--- src/rtl/keypad_pkg.sv ---
// Shared types and constants for the 4x4 keypad row scanner.
package keypad_pkg;

   typedef enum logic [1:0] {SCAN, DEBOUNCE, HELD, RELEASE} scan_state_t;

   localparam logic [3:0] ROW_DRIVE_RESET = 4'b1110;

   localparam logic [3:0] KEY_MAP [4][4] = '{
      '{4'h1, 4'h2, 4'h3, 4'hA},
      '{4'h4, 4'h5, 4'h6, 4'hB},
      '{4'h7, 4'h8, 4'h9, 4'hC},
      '{4'hE, 4'h0, 4'hF, 4'hD}
   };

   function automatic logic [3:0] row_drive(input logic [1:0] row);
      return ~(4'b0001 << row);
   endfunction

   // Returns {hit, index}; hit is set only when exactly one column reads low.
   function automatic logic [2:0] single_low(input logic [3:0] c);
      logic [2:0] r;
      case (c)
         4'b1110: r = 3'b100;
         4'b1101: r = 3'b101;
         4'b1011: r = 3'b110;
         4'b0111: r = 3'b111;
         default: r = 3'b000;
      endcase
      return r;
   endfunction

endpackage

--- src/rtl/col_sync2.sv ---
// Two-flop synchronizer for the keypad column bus; idles at all-ones (no key).
module col_sync2 (
   input  logic       clk,
   input  logic       reset,
   input  logic [3:0] d,
   output logic [3:0] q
);

   logic [3:0] meta;

   always_ff @(posedge clk or negedge reset) begin
      if (!reset) begin
         meta <= 4'b1111;
         q    <= 4'b1111;
      end else begin
         meta <= d;
         q    <= meta;
      end
   end

endmodule

--- src/rtl/keypad_scanner.sv ---
// 4x4 keypad scanner: row drive, column sampling, press/release debounce.
// Define KEYPAD_COL_SYNC_EN to pass col through a two-flop synchronizer.
module keypad_scanner
   import keypad_pkg::*;
#(
   parameter int SCAN_DIV        = 4096,
   parameter int DEBOUNCE_CYCLES = 480000
) (
   input  logic       clk,
   input  logic       reset,
   input  logic [3:0] col,
   output logic [3:0] r_sel,
   output logic [3:0] key_code,
   output logic       key_valid,
   output logic       key_held,
   output logic [1:0] state_dbg
);

   localparam int DW = (SCAN_DIV > 1) ? $clog2(SCAN_DIV) : 1;
   localparam int BW = (DEBOUNCE_CYCLES > 1) ? $clog2(DEBOUNCE_CYCLES) : 1;
   localparam logic [DW-1:0] DWELL_LAST = DW'(SCAN_DIV - 1);
   localparam logic [BW-1:0] DEB_LAST   = BW'(DEBOUNCE_CYCLES - 1);

   scan_state_t   state;
   logic [1:0]    row;
   logic [1:0]    lcol;
   logic [DW-1:0] dwell;
   logic [BW-1:0] deb;
   logic [3:0]    col_s;
   logic [2:0]    hit;

`ifdef KEYPAD_COL_SYNC_EN
   col_sync2 u_col_sync (
      .clk   (clk),
      .reset (reset),
      .d     (col),
      .q     (col_s)
   );
`else
   assign col_s = col;
`endif

   assign hit       = single_low(col_s);
   assign state_dbg = state;

   always_ff @(posedge clk or negedge reset) begin
      if (!reset) begin
         state     <= SCAN;
         row       <= 2'd0;
         lcol      <= 2'd0;
         dwell     <= '0;
         deb       <= '0;
         r_sel     <= ROW_DRIVE_RESET;
         key_code  <= 4'h0;
         key_valid <= 1'b0;
         key_held  <= 1'b0;
      end else begin
         key_valid <= 1'b0;
         case (state)
            SCAN: begin
               if (dwell == DWELL_LAST) begin
                  dwell <= '0;
                  if (hit[2]) begin
                     lcol  <= hit[1:0];
                     deb   <= '0;
                     state <= DEBOUNCE;
                  end else begin
                     // Ghosted multi-key reads are skipped like an empty row.
                     row   <= row + 2'd1;
                     r_sel <= row_drive(row + 2'd1);
                  end
               end else begin
                  dwell <= dwell + 1'b1;
               end
            end
            DEBOUNCE: begin
               if (col_s[lcol]) begin
                  state <= SCAN;
                  dwell <= '0;
                  deb   <= '0;
               end else if (deb == DEB_LAST) begin
                  key_code  <= KEY_MAP[row][lcol];
                  key_valid <= 1'b1;
                  key_held  <= 1'b1;
                  deb       <= '0;
                  state     <= HELD;
               end else begin
                  deb <= deb + 1'b1;
               end
            end
            HELD: begin
               if (col_s[lcol]) begin
                  deb   <= '0;
                  state <= RELEASE;
               end
            end
            RELEASE: begin
               if (!col_s[lcol]) begin
                  deb <= '0;
               end else if (deb == DEB_LAST) begin
                  key_held <= 1'b0;
                  dwell    <= '0;
                  deb      <= '0;
                  row      <= row + 2'd1;
                  r_sel    <= row_drive(row + 2'd1);
                  state    <= SCAN;
               end else begin
                  deb <= deb + 1'b1;
               end
            end
            default: state <= SCAN;
         endcase
      end
   end

endmodule

--- config.mk ---
export PLATFORM = sky130hd
export DESIGN_NAME = keypad_scanner
export DESIGN_NICKNAME = d
export VERILOG_FILES = /design/src/rtl/keypad_pkg.sv /design/src/rtl/col_sync2.sv /design/src/rtl/keypad_scanner.sv
export SDC_FILE = /design/constraint.sdc
export NUM_CORES = 1
export LEC_CHECK = 0
export ABC_AREA = 1
export CAP_MARGIN = 30
export CORE_UTILIZATION = 45
export DETAILED_ROUTE_END_ITERATION = 12
export PLACE_DENSITY = 0.71
export SETUP_SLACK_MARGIN = 0.15
export SLEW_MARGIN = 30
export SYNTH_ARGS = -nofsm -noshare
export SYNTH_HDL_FRONTEND = slang
export SYNTH_SLANG_ARGS = --single-unit
--- constraint.sdc ---
create_clock -name clk -period 2 [get_ports clk]
set_input_delay 0.6 -clock clk [delete_from_list [all_inputs] [get_ports clk]]
set_output_delay 0.6 -clock clk [all_outputs]
set_load 0.02 [all_outputs]
==> Word level (Yosys, flattened, before mapping) <==
Cells that the tools add are included.
{ "classes": {"mux": 47, "add_sub_neg": 3, "eq_ne": 19, "shift": 1, "order_cmp": 3, "reduce_logical": 11, "n_bitwise": 4} }
{ "ops": {"columns": ["cell", "n"], "rows": [
  ["2-to-1 mux 19 bit", 6],
  ["one-hot mux 19 bit (4 select lines)", 1],
  ["2-to-1 mux 12 bit", 4],
  ["one-hot mux 12 bit (3 select lines)", 1],
  ["binary-select mux 16 bit (select 2 bit)", 1],
  ["2-to-1 mux 16 bit", 2],
  ["2-to-1 mux 4 bit", 6],
  ["2-to-1 mux 2 bit", 11],
  ["adder 19 x 1 -> 19 bit (second input constant)", 1],
  ["equality test 19 bit (second input constant)", 1],
  ["!= test 2 bit (second input constant)", 9],
  ["adder 12 x 1 -> 12 bit (second input constant)", 1],
  ["equality test 12 bit (second input constant)", 1],
  ["equality test 4 bit (second input constant)", 3],
  ["one-hot mux 3 bit (4 select lines)", 1],
  ["AND reduction 5 bit", 2],
  ["AND reduction 3 bit", 3],
  ["binary-select mux 4 bit (select 2 bit)", 1],
  ["2-to-1 mux 1 bit", 8],
  ["one-hot mux 2 bit (4 select lines)", 1],
  ["one-hot mux 4 bit (2 select lines)", 1],
  ["greater-or-equal comparator 3 bit (second input constant)", 2],
  ["inverter 2 -> 3 bit", 2],
  ["AND reduction 6 bit", 1],
  ["other kinds (16)", 18]
]} }
{ "word_totals": {"register_bits": 47, "in_bits": 6, "out_inout_bits": 12, "elab_cells": 97} }

==> Logic depth before layout (Yosys ltp) <==
{ "depth": {"depth_word": 7, "mapped_depth": 13, "depth_no_buf": 12} }

==> Least setup slack after synthesis <==
OpenSTA, ideal clock, no wires.
{ "synth_path": {"path_kind": "register to register", "start": "register deb[1]", "end": "register state[0], in the netlist state_dbg[0]", "setup_time_ns": 0.119, "stages_incl_launch_ff": 12, "path_slack_ns": 0.353, "required_time_ns": 1.881, "synth_period_minus_slack_ns": 1.647, "n_path_buf": 0, "arrival_time_ns": 1.528, "path_cell_list": "dfrtp_1 ha_1 nand2_2 nor2_4 nand2_4 clkinv_4 nand3_4 nand2_4 nand2_2 nor2_2 nand2_1 and2_1"} }
{ "synth_between": {"elab_chain_len": 3, "elab_cells_between_ends": 4, "classes_between": "eq/ne: 3; reduce/logical: 1"} }
{ "synth_lines": {"columns": ["item", "line", "rtl"], "rows": [
  ["start: declaration", "keypad_scanner.sv:28", "logic [BW-1:0] deb;"],
  ["start signal: assignment", "keypad_scanner.sv:88", "deb <= deb + 1'b1;"],
  ["start signal: assignment", "keypad_scanner.sv:108", "deb <= deb + 1'b1;"],
  ["equality test 19 bit (*)", "keypad_scanner.sv:81, keypad_scanner.sv:100", null],
  ["!= test 3 bit (no line) or != test 2 bit (tied branches)", null, null],
  ["AND reduction 6 bit (no line) (*)", null, null],
  ["end signal: assignment", "keypad_scanner.sv:78", "state <= SCAN;"],
  ["end signal: assignment", "keypad_scanner.sv:86", "state <= HELD;"],
  ["end signal: assignment", "keypad_scanner.sv:106", "state <= SCAN;"],
  ["end: declaration", "keypad_scanner.sv:24", "scan_state_t state;"]
]} }
Mark *: on every way between the ends. The rest lies on a longest branch, timed or not.
A chain may end at the register's enable or synchronous reset.

==> Worst setup path after layout <==
{ "layout_path": {"start": "register r_sel[1]", "end": "output port r_sel[1]"} }
{ "layout_rtl": {"columns": ["item", "line", "rtl"], "rows": [
  ["start: declaration", "keypad_scanner.sv:12", "output logic [3:0] r_sel,"],
  ["start signal: assignment", "keypad_scanner.sv:70", "r_sel <= row_drive(row + 2'd1);"],
  ["start signal: assignment", "keypad_scanner.sv:105", "r_sel <= row_drive(row + 2'd1);"]
]} }
No word-level cell between the ends.

==> reports/metrics.cfg <==
[run_status]
outcome=finished clean

[sta]
slew_headroom=0.621
drv_slew=0
fin_crit_ns=1.78
setup_viol=0
rsz0062_at_grt=false
worst_pin_slew_ns=0.564
fin_crit_sh=0.890
finalSetupTns_ns=0
fmax_ghz=0.562
postLayoutSetupSlackWorst_ns=0.220
fin_worst_hold_slack_ns=0.248
hold_viol=0
finalClockSkew_ns=0.0118

[setup_path]
end_kind=output port
cpPeakStageDelay_ns=0.54
required_ns=1.40
worstSetupPathType=reg2out
arrival_ns=1.18
worst-path-buf-inv=1
start_kind=flop
path_delay_family=flip-flops
cp_slowest_cell=dfstp_2
cp_cell_sequence=dlygate4sd2_1
crit_fanout=2

[synthesis]
synth_area_um2=3280
syn_nets=461
synth-compound-area-share=0.0888
ys_seq_area_frac=0.359
synth_xor_area_frac=0.0454
synth-simple-area-share=0.381
synth_flop_cell=dfrtp_1
ys_ff_latch=47
synthCells=445
synth_fa_ha_area_frac=0.0381
avgSynthCellArea_um2=7.38
async_reset_ff_frac=1.00
yosysWarnings=0
synth_edf_count=0
synth_top_family_by_area=simple AND/OR/NAND/NOR gates
synthMuxAreaShare=0
synth.distinct_cells=39

[cts]
clkTransAtPathRegs_ns=0.10
clk_path_buf_depth=2
clock-sinks=47
cts_tree=done
clk_latency_ns=0.31
hold_buffers=0
numCtsBuffers=5
root_buffer=clkbuf_8
htreeDepth=2

[finish]
drive_gt1_frac=0.184
area_delta_synth_final_pct=17.8
fill_cells=664
diodes=0
nNetsFinal=494
final_common_cell=nand2_1
final_cell_mix=nand2_1 (113), nand3_1 (52), nor2_1 (44)
finalNonFillerCells=575

[die]
dieArea_um2=7640
initial_core_util=0.475
die_h_um=87.4
die_w_um=87.4
coreArea_um2=6910
std_cell_rows=30
top_level_ports=18

[detailed_routing]
dr.pass1.iters=4
wl_per_cell_um=12.9
drt-total-wl_um=7440
ant_nets=0
drc=0
vias=3014
drt_iter0_markers=149
vias_per_cell=5.24

[placed_design]
dp_hpwl_um=5210
post-place-ws_ns=-0.247
gp_congestion=0.854
place_inst=562
io_buffers=17

[global_route]
antenna_found_initial=0
grt_pass1_vias=2759
grt_max_degree=48
grt_overflow=0
grt_pass1_wl_um=12500
grt_use_total=0.204

[flow_run]
maxCapViolCount=0

[power]
total_leakage_power_nw=1.83
peakVddDrop_uv=661
p_per_area_nw_per_um2=989

[worst_hold_path]
holdCritPathClass=in2async

through the flow:
step           cell area (µm²)  power [mW]  utilization
6_report                  3870        3.83        0.560
5_1_grt                   3870        4.08        0.560
4_1_cts                   3750        3.65        0.543
3_5_place_dp              3630        2.92        0.526
3_3_place_gp              3630        2.88        0.526
2_1_floorplan             3280        2.45            -
routing by layer:
metal	global-route usage	routed length, µm	vias up	share of wire
met5	0	0	-	0
met4	0.0551	138	0	0.019
met3	0.0351	216	14	0.029
met2	0.336	3500	57	0.47
met1	0.277	3580	1420	0.48
li1	-	-	1523	-
what timing repair did:
| item | CTS | global route |
|---|---|---|
| gates resized for setup | 21 | 11 |
| pin swaps | 1 | 4 |
| endpoints found under the setup margin | 32 | 30 |
| gates cloned | 0 | 1 |
| endpoints found under the hold margin | 0 | 0 |
| buffers inserted | 1 | 3 |
synth_stat cells, types with 2 or more instances:
master | n | area (µm²)
nand2_1 | 115 | 432
nand3_1 | 53 | 265
dfrtp_1 | 44 | 1100
nor2_1 | 44 | 165
inv_1 | 42 | 158
nand4_1 | 17 | 106
xor2_1 | 15 | 131
o21ai_0 | 12 | 60.1
ha_1 | 10 | 125
a21oi_1 | 8 | 40.0
nor2_2 | 8 | 50.1
o21ai_2 | 8 | 70.1
inv_2 | 7 | 26.3
nand2_2 | 7 | 43.8
buf_6 | 6 | 67.6
o211ai_1 | 5 | 37.5
clkbuf_1 | 4 | 15.0
nand3_2 | 4 | 40.0
dfstp_2 | 3 | 78.8
nand2_4 | 3 | 33.8
nor2_4 | 3 | 33.8
nor3_1 | 3 | 15.0
o21ai_1 | 3 | 15.0
o31ai_1 | 3 | 22.5
a21oi_2 | 2 | 17.5
nor4_1 | 2 | 12.5
xnor2_1 | 2 | 17.5
state kept, by name, summed over array words and instances (netlist names), named ones only:
signal and flops:
row 2, deb 19, key_held 1, lcol 2, r_sel 4, key_valid 1, dwell 12, key_code 4
state_dbg 1
worst register-to-register path, stage by stage (launching register included):
cell and delay (ns):
dfrtp_1 0.44, ha_4 0.19, nand2_2 0.07, nor2_4 0.11, nand3_2 0.11, nand2_2 0.09
inv_2 0.06, nor2_4 0.17, buf_12 0.13, clkbuf_16 0.12, nand3_1 0.06, nand2_1 0.07
nor2_1 0.04
area by class of cell:
type	instances	area [µm²]	share of cell area
Multi-Input combinational cell	336	1880	0.487
Inverter	50	198	0.0511
Clock buffer	5	68.8	0.0178
Tap cell	96	120	0.0311
Timing Repair Buffer	38	370	0.0958
Sequential cell	47	1180	0.305
Clock inverter	3	46.3	0.0120
power breakdown:
group,total (mW),switching (mW),internal [mW]
Clock,0.735,0.358,0.377
Sequential,1.33,0.190,1.14
Combinational,1.76,1.05,0.713
Total,3.83,1.60,2.23
worst paths after layout:
kind                                    endpoint  slack [ns]                  from  cells past startpoint
setup / recovery                        r_sel[1]        0.22  r_sel[1]$_DFFE_PN1P_                      1
hold / removal             dwell[11]$_DFFE_PN0P_        0.25                 reset                      2
setup reg to reg              deb[4]$_DFFE_PN0P_        0.23  dwell[1]$_DFFE_PN0P_                     12
hold reg to reg             r_sel[3]$_DFFE_PN1P_        0.48  r_sel[3]$_DFFE_PN1P_                      2
max in group asynchronous   r_sel[3]$_DFFE_PN1P_        1.47                 reset                      2
min in group clk            r_sel[3]$_DFFE_PN1P_        0.48  r_sel[3]$_DFFE_PN1P_                      2
cells by family (layout without fill, tap and decap cells):
family,Yosys count,in the layout
AO/OA/AOI/OAI,45,45
XOR/XNOR,17,17
adder cells (fa/ha/maj),10,10
buffers and inverters,62,96
flip-flops,47,47
AND/OR/NAND/NOR,264,264
Note: power is estimated with default switching activity, not from simulation.
